<file path="config.mk">
export PLATFORM = sky130hd
export DESIGN_NAME = addsub_arbiter
export DESIGN_NICKNAME = d
export VERILOG_FILES = /design/src/rtl/addsub_arbiter_pkg.sv /design/src/rtl/addsub_arbiter_addsub_unit.sv /design/src/rtl/addsub_arbiter.sv
export SDC_FILE = /design/constraint.sdc
export NUM_CORES = 1
export LEC_CHECK = 0
export CAP_MARGIN = 30
export CORE_MARGIN = 4
export CORE_UTILIZATION = 50
export CTS_CLUSTER_SIZE = 30
export DETAILED_ROUTE_END_ITERATION = 7
export PLACE_DENSITY = 0.81
export RECOVER_POWER = 100
export SETUP_SLACK_MARGIN = 0.3
export SYNTH_ARGS = -nofsm -noshare
export SYNTH_HDL_FRONTEND = slang
export SYNTH_SLANG_ARGS = --single-unit
</file>
<file path="constraint.sdc">
create_clock -name clk -period 9.6 [get_ports clk]
set_input_delay 1.44 -clock clk [delete_from_list [all_inputs] [get_ports clk]]
set_output_delay 1.44 -clock clk [all_outputs]
set_load 0.05 [all_outputs]
</file>
<file path="src/rtl/addsub_arbiter_pkg.sv">
// Shared definitions for the two-requester add/subtract arbiter.
//   DATA_W        operand and result width
//   FLAG_*        bit positions inside the 4-bit flag vector {N, Z, V, C}
//   CNT_W         width of the settle counter (covers SETTLE_CYCLES up to 15)
//   state_t       arbiter FSM states
package addsub_arbiter_pkg;

    localparam int DATA_W = 64;
    localparam int FLAG_W = 4;
    localparam int CNT_W  = 4;

    localparam int FLAG_N = 3;
    localparam int FLAG_Z = 2;
    localparam int FLAG_V = 1;
    localparam int FLAG_C = 0;

    typedef enum logic [1:0] {
        IDLE   = 2'd0,
        SETTLE = 2'd1,
        RESP   = 2'd2
    } state_t;

endpackage

</file>
<file path="src/rtl/addsub_arbiter_addsub_unit.sv">
// Purely combinational 64-bit adder/subtractor with condition flags.
//   a, b    operands
//   sub     0: a + b, 1: a + ~b + 1
//   result  sum or difference, modulo 2^DATA_W
//   flags   {negative, zero, overflow, carryout}
module addsub_unit
    import addsub_arbiter_pkg::*;
(
    input  logic [DATA_W-1:0] a,
    input  logic [DATA_W-1:0] b,
    input  logic              sub,
    output logic [DATA_W-1:0] result,
    output logic [FLAG_W-1:0] flags
);

    logic [DATA_W-1:0] b_eff;
    logic [DATA_W-1:0] low_sum;
    logic [1:0]        msb_sum;
    logic              carry_into_msb;
    logic              carry_out;

    // The add is split at the MSB so the carry into bit 63 is visible
    // for the signed-overflow flag.
    always_comb begin
        b_eff          = sub ? ~b : b;
        low_sum        = {1'b0, a[DATA_W-2:0]} + {1'b0, b_eff[DATA_W-2:0]}
                       + {{(DATA_W-1){1'b0}}, sub};
        carry_into_msb = low_sum[DATA_W-1];
        msb_sum        = {1'b0, a[DATA_W-1]} + {1'b0, b_eff[DATA_W-1]}
                       + {1'b0, carry_into_msb};
        carry_out      = msb_sum[1];
        result         = {msb_sum[0], low_sum[DATA_W-2:0]};

        flags          = '0;
        flags[FLAG_N]  = result[DATA_W-1];
        flags[FLAG_Z]  = (result == '0);
        flags[FLAG_V]  = carry_into_msb ^ carry_out;
        flags[FLAG_C]  = carry_out;
    end

endmodule

</file>
<file path="src/rtl/addsub_arbiter.sv">
// Two-requester arbiter in front of a shared add/subtract unit.
// A granted operation is latched, held on the unit for SETTLE_CYCLES
// cycles, then its result is offered on the response channel until the
// consumer takes it. Only one operation is in flight at a time.
//   clk, reset_n                       clock, asynchronous active-low reset
//   reqN_valid/ready                   request handshake for requester N
//   reqN_a, reqN_b, reqN_sub           operands and operation (1 = A-B)
//   resp_valid/ready                   response handshake
//   resp_id, resp_result, resp_flags   owner, result, {N, Z, V, C}
//   busy                               high whenever the FSM is not IDLE
// SETTLE_CYCLES legal range: 1..15.
module addsub_arbiter
    import addsub_arbiter_pkg::*;
#(
    parameter int SETTLE_CYCLES = 4
)
(
    input  logic              clk,
    input  logic              reset_n,
    input  logic              req0_valid,
    output logic              req0_ready,
    input  logic [DATA_W-1:0] req0_a,
    input  logic [DATA_W-1:0] req0_b,
    input  logic              req0_sub,
    input  logic              req1_valid,
    output logic              req1_ready,
    input  logic [DATA_W-1:0] req1_a,
    input  logic [DATA_W-1:0] req1_b,
    input  logic              req1_sub,
    output logic              resp_valid,
    input  logic              resp_ready,
    output logic              resp_id,
    output logic [DATA_W-1:0] resp_result,
    output logic [FLAG_W-1:0] resp_flags,
    output logic              busy
);

    state_t            state_reg, state_next;
    logic [CNT_W-1:0]  cnt_reg, cnt_next;
    logic              ptr_reg;
    logic [DATA_W-1:0] a_reg, b_reg;
    logic              sub_reg;
    logic              id_reg;
    logic              resp_id_reg;
    logic [DATA_W-1:0] resp_result_reg;
    logic [FLAG_W-1:0] resp_flags_reg;

    logic              grant_id;
    logic [DATA_W-1:0] grant_a, grant_b;
    logic              grant_sub;
    logic [1:0]        req_valid, req_ready;
    logic              accept;
    logic              capture;
    logic [DATA_W-1:0] unit_result;
    logic [FLAG_W-1:0] unit_flags;

    assign req_valid = {req1_valid, req0_valid};

    // A lone requester wins outright; the pointer only breaks ties.
    always_comb begin
        if (req0_valid && req1_valid) begin
            grant_id = ptr_reg;
        end else begin
            grant_id = req1_valid;
        end
        grant_a   = grant_id ? req1_a   : req0_a;
        grant_b   = grant_id ? req1_b   : req0_b;
        grant_sub = grant_id ? req1_sub : req0_sub;
    end

    // Ready is gated by reset_n so it drops together with the registered
    // outputs the moment reset is asserted.
    generate
        for (genvar gi = 0; gi < 2; gi++) begin : g_ready
            assign req_ready[gi] = reset_n && (state_reg == IDLE)
                                 && req_valid[gi] && (grant_id == 1'(gi));
        end
    endgenerate

    assign req0_ready = req_ready[0];
    assign req1_ready = req_ready[1];
    assign accept     = |req_ready;

    // FSM state register.
    always_ff @(posedge clk or negedge reset_n) begin
        if (!reset_n) begin
            state_reg <= IDLE;
            cnt_reg   <= '0;
        end else begin
            state_reg <= state_next;
            cnt_reg   <= cnt_next;
        end
    end

    // Next-state logic. The RESP handshake goes straight to IDLE, so a new
    // request can only be accepted in the following cycle.
    always_comb begin
        state_next = state_reg;
        cnt_next   = cnt_reg;
        capture    = 1'b0;
        unique case (state_reg)
            IDLE: begin
                if (accept) begin
                    cnt_next   = CNT_W'(SETTLE_CYCLES - 1);
                    state_next = SETTLE;
                end
            end
            SETTLE: begin
                if (cnt_reg == '0) begin
                    capture    = 1'b1;
                    state_next = RESP;
                end else begin
                    cnt_next = cnt_reg - 1'b1;
                end
            end
            RESP: begin
                if (resp_ready) begin
                    state_next = IDLE;
                end
            end
            default: begin
                state_next = IDLE;
            end
        endcase
    end

    // Operand latch and response registers. Operands are captured only on
    // the accept edge, so requester inputs are free to change afterwards.
    always_ff @(posedge clk or negedge reset_n) begin
        if (!reset_n) begin
            ptr_reg         <= 1'b0;
            a_reg           <= '0;
            b_reg           <= '0;
            sub_reg         <= 1'b0;
            id_reg          <= 1'b0;
            resp_id_reg     <= 1'b0;
            resp_result_reg <= '0;
            resp_flags_reg  <= '0;
        end else begin
            if (accept) begin
                a_reg   <= grant_a;
                b_reg   <= grant_b;
                sub_reg <= grant_sub;
                id_reg  <= grant_id;
                ptr_reg <= ~grant_id;
            end
            if (capture) begin
                resp_id_reg     <= id_reg;
                resp_result_reg <= unit_result;
                resp_flags_reg  <= unit_flags;
            end
        end
    end

    addsub_unit u_addsub_unit (
        .a      (a_reg),
        .b      (b_reg),
        .sub    (sub_reg),
        .result (unit_result),
        .flags  (unit_flags)
    );

    assign resp_valid  = (state_reg == RESP);
    assign busy        = (state_reg != IDLE);
    assign resp_id     = resp_id_reg;
    assign resp_result = resp_result_reg;
    assign resp_flags  = resp_flags_reg;

endmodule

</file>
==> out/metrics.yaml, run 1 <==
path_class: "reg2reg"
cts_buffers: 23
post_cts_resized: 0
post_cts_buffers: 0
cts_hold_buf: 0
synth_cell_types: 76
setup_viol: 0
worst-r2r-setup-slack_ns: 2.33
crit_buf_inv: 1
critPathMaxFanout: 57
ys_warn_count: 0
cp_top_family: "compound AO/OA/AOI/OAI gates"
area_growth_pct: 32.2
fin_skew_ns: 0.0233
setup_tns_ns: 0
violations: "max-capacitance violations, max-slew violations"
vias_per_cell: 5.87
cts.sinks: 205
grt_pass1_wl_mm: 66.4
core.rowCount: 59
cts_buffer_depth: 3
slowest_stage: "o311ai_0"
fin_crit_ns: 7.27
worst_slack_ns: 2.33
synthFlopType: "dfrtp_1"
final_nets: 2170
grt_max_degree: 90
dr_wl_met2_mm: 20.4
hold_viol_final: 0
hp-class: "reg2reg"
syn_area_per_cell_um2: 8.52
synth_seq_area_share_pct: 38.4
route.vias.total: 12900
ys_ff_latch: 205
worstSkewPairLatency_ns: 0.53
die_area_um2: 29400
firstDrtPassIters: 5
htreeDepth: 1
syn_nets: 1897
drv_cap: 3
startpoint_type: "flop"
antenna_found_initial: 0
n_antenna_cell: 0
cts_root_buf: "clkbuf_16"
dr_wl_met3_mm: 3.49
period_share_pct: 75.8
yosys.area.top_type: "dfrtp_1"
synthCells: 1569
synth_top_cells_by_area: "dfrtp_1 38%, nand2_1 11%, ha_1 5.9%, a22oi_1 5.8%, xor2_1 5.5%"
io-pin-count: 336
grt_pass1_vias: 12600
max_slew_margin_pct: -130
max_stage_delay_ns: 0.98
ant_nets: 0
wl_per_cell_um: 19.7
status: "finished with violations"
async_flop_share_pct: 100
cp.arrival_ns: 7.72
fp.dieH_um: 172
netlist_area_um2: 13400
yosys.area.top_type_share_pct: 38.4
end_kind: "flop"
first_iter_violations: 992
dp_hpwl_mm: 34.2
wl_mm: 43.2
drive_gt1_share_pct: 4.46
overflow: 0
path_cells: "buf_16 -> xor2_1 -> ha_1 -> a21oi_1 -> o21ai_0 -> a21oi_1 -> o311ai_0 -> nor3_1 -> o31ai_1 -> nand2_1 -> a31oi_1 -> nor2_1 -> fa_1 -> nand4b_1 -> nor4b_1 -> o2111ai_1 -> and4b_1 -> nand4_1 -> nor4_1 -> nand4_1 -> or4_1 -> o21ai_0"
die_x_um: 172
synth_edf_count: 0
place_ws_ns: 3.23
grt_usage_pct: 28.1
rsz0062_at_grt: "false"
crit_required_ns: 10.05
finalMaxSlewViolations: 183
top_layer: "met4"
tightest_slew_ns: 3.44
initial_core_util_pct: 51.0
cts_tree: "done"
drc: 0
gp_congestion: 0.974
core_um2: 26200
wirelength_met1_mm: 18.4
port_buffers: 335
clkSlewWorstSetupHoldPaths_ns: 0.06
fmax_ghz: 0.137
[layout make-up]
cell class,instances,area (µm²)
clock inverter,11,170
multi-input combinational,1249,7760
clock buffer,31,656
inverter,16,60.1
tap,335,419
sequential,205,5130
timing repair buffer,347,3490
fill,2189,8520
[synthesized netlist by cell type (all sizes together), types with 5 or more instances]
cell / count
o211ai: 9
nor3: 22
a22oi: 104
or3: 5
buf: 21
nor4b: 5
nand2: 378
nor2: 56
nor4: 9
and3: 7
xor2: 84
xnor2: 37
dfrtp: 205
a21o: 19
a211oi: 14
inv: 16
o21ai: 137
nor2b: 5
a31oi: 12
clkbuf: 78
mux2: 19
a221oi: 7
and2: 10
ha: 63
nand3: 9
o21a: 15
nand4: 32
o21bai: 7
mux2i: 31
a21oi: 92
[kinds of logic after synthesis]
group                    Yosys count  share of synthesized area [%]
multiplexers                      50                           3.92
AO/OA/AOI/OAI                    450                           21.5
buffers and inverters            115                           3.56
AND/OR/NAND/NOR                  563                           18.5
adder cells (fa/ha/maj)           65                           6.19
flip-flops                       205                           38.4
XOR/XNOR                         121                           7.92
[stage by stage]
step           util (%)  instance area, µm²  std cells  hold WS [ns]
2_1_floorplan         -               13400       1569         0.446
6_report           67.5               17700       2194         0.474
5_1_grt            67.5               17700       2194         0.488
3_3_place_gp       64.3               16800       2149         0.454
4_1_cts            67.6               17700       2193         0.476
3_5_place_dp       64.5               16900       2151         0.463
[routing by layer]
| metal | global-route usage, % | vias to the layer above |
|---|---|---|
| met1 | 38.6 | 6134 |
| met5 | 0 | - |
| met4 | 6.44 | 0 |
| met3 | 5.03 | 69 |
| met2 | 46.8 | 502 |
| li1 | - | 6167 |
[worst paths after layout]
path,from,cells past startpoint,to
max,sub_reg,22,resp_flags[2]
min in group asynchronous,reset_n,1,b_reg[22]
min reg2reg,id_reg,1,id_reg
min,id_reg,1,id_reg
max in group asynchronous,reset_n,2,a_reg[55]
max reg2reg,sub_reg,22,resp_flags[2]
[placed cells by master (no fill, tap or decap), types with 37 or more instances in the layout]
master,count
xor2_1,84
a21oi_1,91
clkdlybuf4s50_1,262
ha_1,63
a22oi_1,104
o21ai_0,133
dlygate4sd3_1,72
nor2_1,55
dfrtp_1,205
nand2_1,378
xnor2_1,37
Power of run 1 is not shown: default switching activity piles up to over one toggle a cycle in this logic, so the estimate is an artifact.
==> run 2: changes to the inputs <==
==> constraint.sdc (replaced) <==
create_clock -name clk -period 7.1 [get_ports clk]
set_input_delay 1.065 -clock clk [delete_from_list [all_inputs] [get_ports clk]]
set_output_delay 1.065 -clock clk [all_outputs]
set_load 0.05 [all_outputs]
==> run 2 against run 1 <==
  * The run still ends with max-capacitance violations, max-slew violations left
  * Count of clock-buffer cells in the layout is 2 lower
  * Worst setup slack worse by 1.8 ns
  * Global-route usage fell by 0.15 points
  * Utilization shrank 0.34 points
  * Maximum frequency grew 10%
  * Final cell count hardly changed
  * Sequential share of layout area increased by 0.17 points
  * Clock skew grew 0.0016 ns
==> out/metrics.yaml, run 2 (synthesized netlist as in run 1, its figures left out) <==
status: "finished with violations"
core_um2: 26200  # unchanged
die_area_um2: 29400  # unchanged
clkSlewWorstSetupHoldPaths_ns: 0.06  # about the same
final_common_cell: "nand2_1"
setup_tns_ns: 0  # unchanged
io-pin-count: 336  # unchanged
initial_core_util_pct: 51.0  # unchanged
cts.sinks: 205  # unchanged
area_growth_pct: 31.5
drc: 0  # unchanged
rsz0062_at_grt: "false"
grt_pass1_vias: 12700  # +0.90%
overflow: 0  # unchanged
wl_per_cell_um: 19.6  # -0.41%
first_iter_violations: 1150  # +16%
finalMaxSlewViolations: 209  # +14%
final_nets: 2171  # +0.046%
post_cts_resized: 0  # unchanged
drv_cap: 4  # +1
fin_crit_ns: 6.61  # -0.660 ns
cp_top_family: "simple AND/OR/NAND/NOR gates"
end_kind: "flop"
cts_root_buf: "clkbuf_16"
final.fill_count: 2194  # +0.23%
vias_per_cell: 5.84  # -0.40%
setup_viol: 0  # unchanged
gr-usage-met2_pct: 47.3  # +0.53 points
grt_pass1_wl_mm: 66.7  # +0.34%
gp_congestion: 0.981  # +0.71%
dpl_cell_area_um2: 16900  # about the same
crit_buf_inv: 1  # unchanged
antenna_found_initial: 0  # unchanged
worst-r2r-setup-slack_ns: 0.49  # -1.84 ns
grt-busiest-layer: "met2"
hold_viol_final: 0  # unchanged
wl_mm: 43.0  # -0.45%
path_class: "reg2reg"
n_antenna_cell: 0  # unchanged
max_stage_delay_ns: 0.70  # -0.28 ns
firstDrtPassIters: 6  # +1
die_x_um: 172  # unchanged
crit_required_ns: 7.55  # -2.50 ns
worstSkewPairLatency_ns: 0.52  # about the same
cts_buffer_depth: 3  # unchanged
violations: "max-capacitance violations, max-slew violations"
path_cells: "xor2_1 -> ha_1 -> nand4_1 -> nor4_1 -> o2111ai_1 -> o311ai_1 -> clkbuf_1 -> nor3_1 -> o31ai_1 -> nand2_1 -> a31oi_1 -> nor2_1 -> fa_1 -> nand4b_1 -> nor4b_1 -> o2111ai_1 -> and4b_1 -> nand4_1 -> nor4_1 -> nand4_1 -> or4_1 -> o21ai_1"
route.vias.total: 12800  # -0.44%
cts_buffers: 23  # unchanged
startpoint_type: "flop"
stdcell_area_um2: 17600  # -0.51%
max_slew_margin_pct: -119  # +11 points
core.rowCount: 59  # unchanged
crit_top_cell: "nand4_1"
htreeDepth: 1  # unchanged
period_share_pct: 93.1  # +17 points
globalRouteMet1Util_pct: 38.8  # +0.26 points
mostFrequentLayoutCells: "377 x nand2_1, 260 x clkdlybuf4s50_1, 204 x dfrtp_1"
cp.arrival_ns: 7.06  # -0.66 ns
fin_util_pct: 67.1  # -0.34 points
ff_latch_area_um2: 5130  # about the same
fmax_ghz: 0.151  # +10%
cts_tree: "done"
grt_usage_pct: 28.0  # -0.15 points
hp-class: "reg2reg"
critPathMaxFanout: 27  # -53%
tightest_slew_ns: 3.28  # -0.165 ns
fin_skew_ns: 0.0249  # +0.00156 ns
port_buffers: 335  # unchanged
slowest_stage: "dfrtp_4"
grt_max_degree: 159  # +77%
fp.dieH_um: 172  # unchanged
ant_nets: 0  # unchanged
multi_input_area_um2: 7760  # unchanged
grt.met3_usage_pct: 3.91  # -1.1 points
drive_gt1_share_pct: 4.47  # about the same
dp_hpwl_mm: 33.8  # -1.0%
==> run 2: layout make-up <==
type / instances / area share [%]
clock buffer: 29 / 3.57
clock inverter: 11 / 0.512
timing repair buffer: 348 / 19.9
sequential: 205 / 29.2
inverter: 16 / 0.341
tap: 335 / 2.38
multi-input combinational: 1249 / 44.1
==> run 2: routing by layer <==
| layer | part of all wire, % | up-vias | wire length (µm) |
|---|---|---|---|
| met4 | 1.9 | 0 | 839 |
| met1 | 43 | 6096 | 18600 |
| met2 | 48 | 490 | 20600 |
| met5 | 0 | - | 0 |
| li1 | - | 6160 | - |
| met3 | 7.0 | 69 | 3020 |
==> run 2: final timing paths <==
kind                                 start               to  cells past startpoint
setup / recovery                   sub_reg    resp_flags[2]                     22
hold / removal             resp_result[22]  resp_result[22]                      2
setup reg to reg                   sub_reg    resp_flags[2]                     22
hold reg to reg            resp_result[22]  resp_result[22]                      2
max in group asynchronous          reset_n          sub_reg                      2
min in group asynchronous          reset_n        a_reg[15]                      1
==> run 2: what timing repair did <==
item / CTS / global route
hold buffers: 0 / 0
setup buffers: 0 / 1
setup endpoints to repair: 0 / 1
==> run 2: worst min-delay path, delay by kind of cell (launching register included) <==
kind / cells / cell delay [ns]
AOI/OAI and AO/OA: 1 / 0.06
DFF: 1 / 0.34
and+or+nand+nor: 1 / 0.04
==> run 2: per-stage QoR <==
stage	worst slack (ns)	instances	hold WS, ns
detailed placement	0.663	2151	0.465
global placement	0.838	2150	0.458
global route	0.213	2193	0.490
CTS	0.605	2191	0.478
finish	0.486	2193	0.474
floorplan	1.56	1569	0.446
Power of run 2 is left out for the same reason.
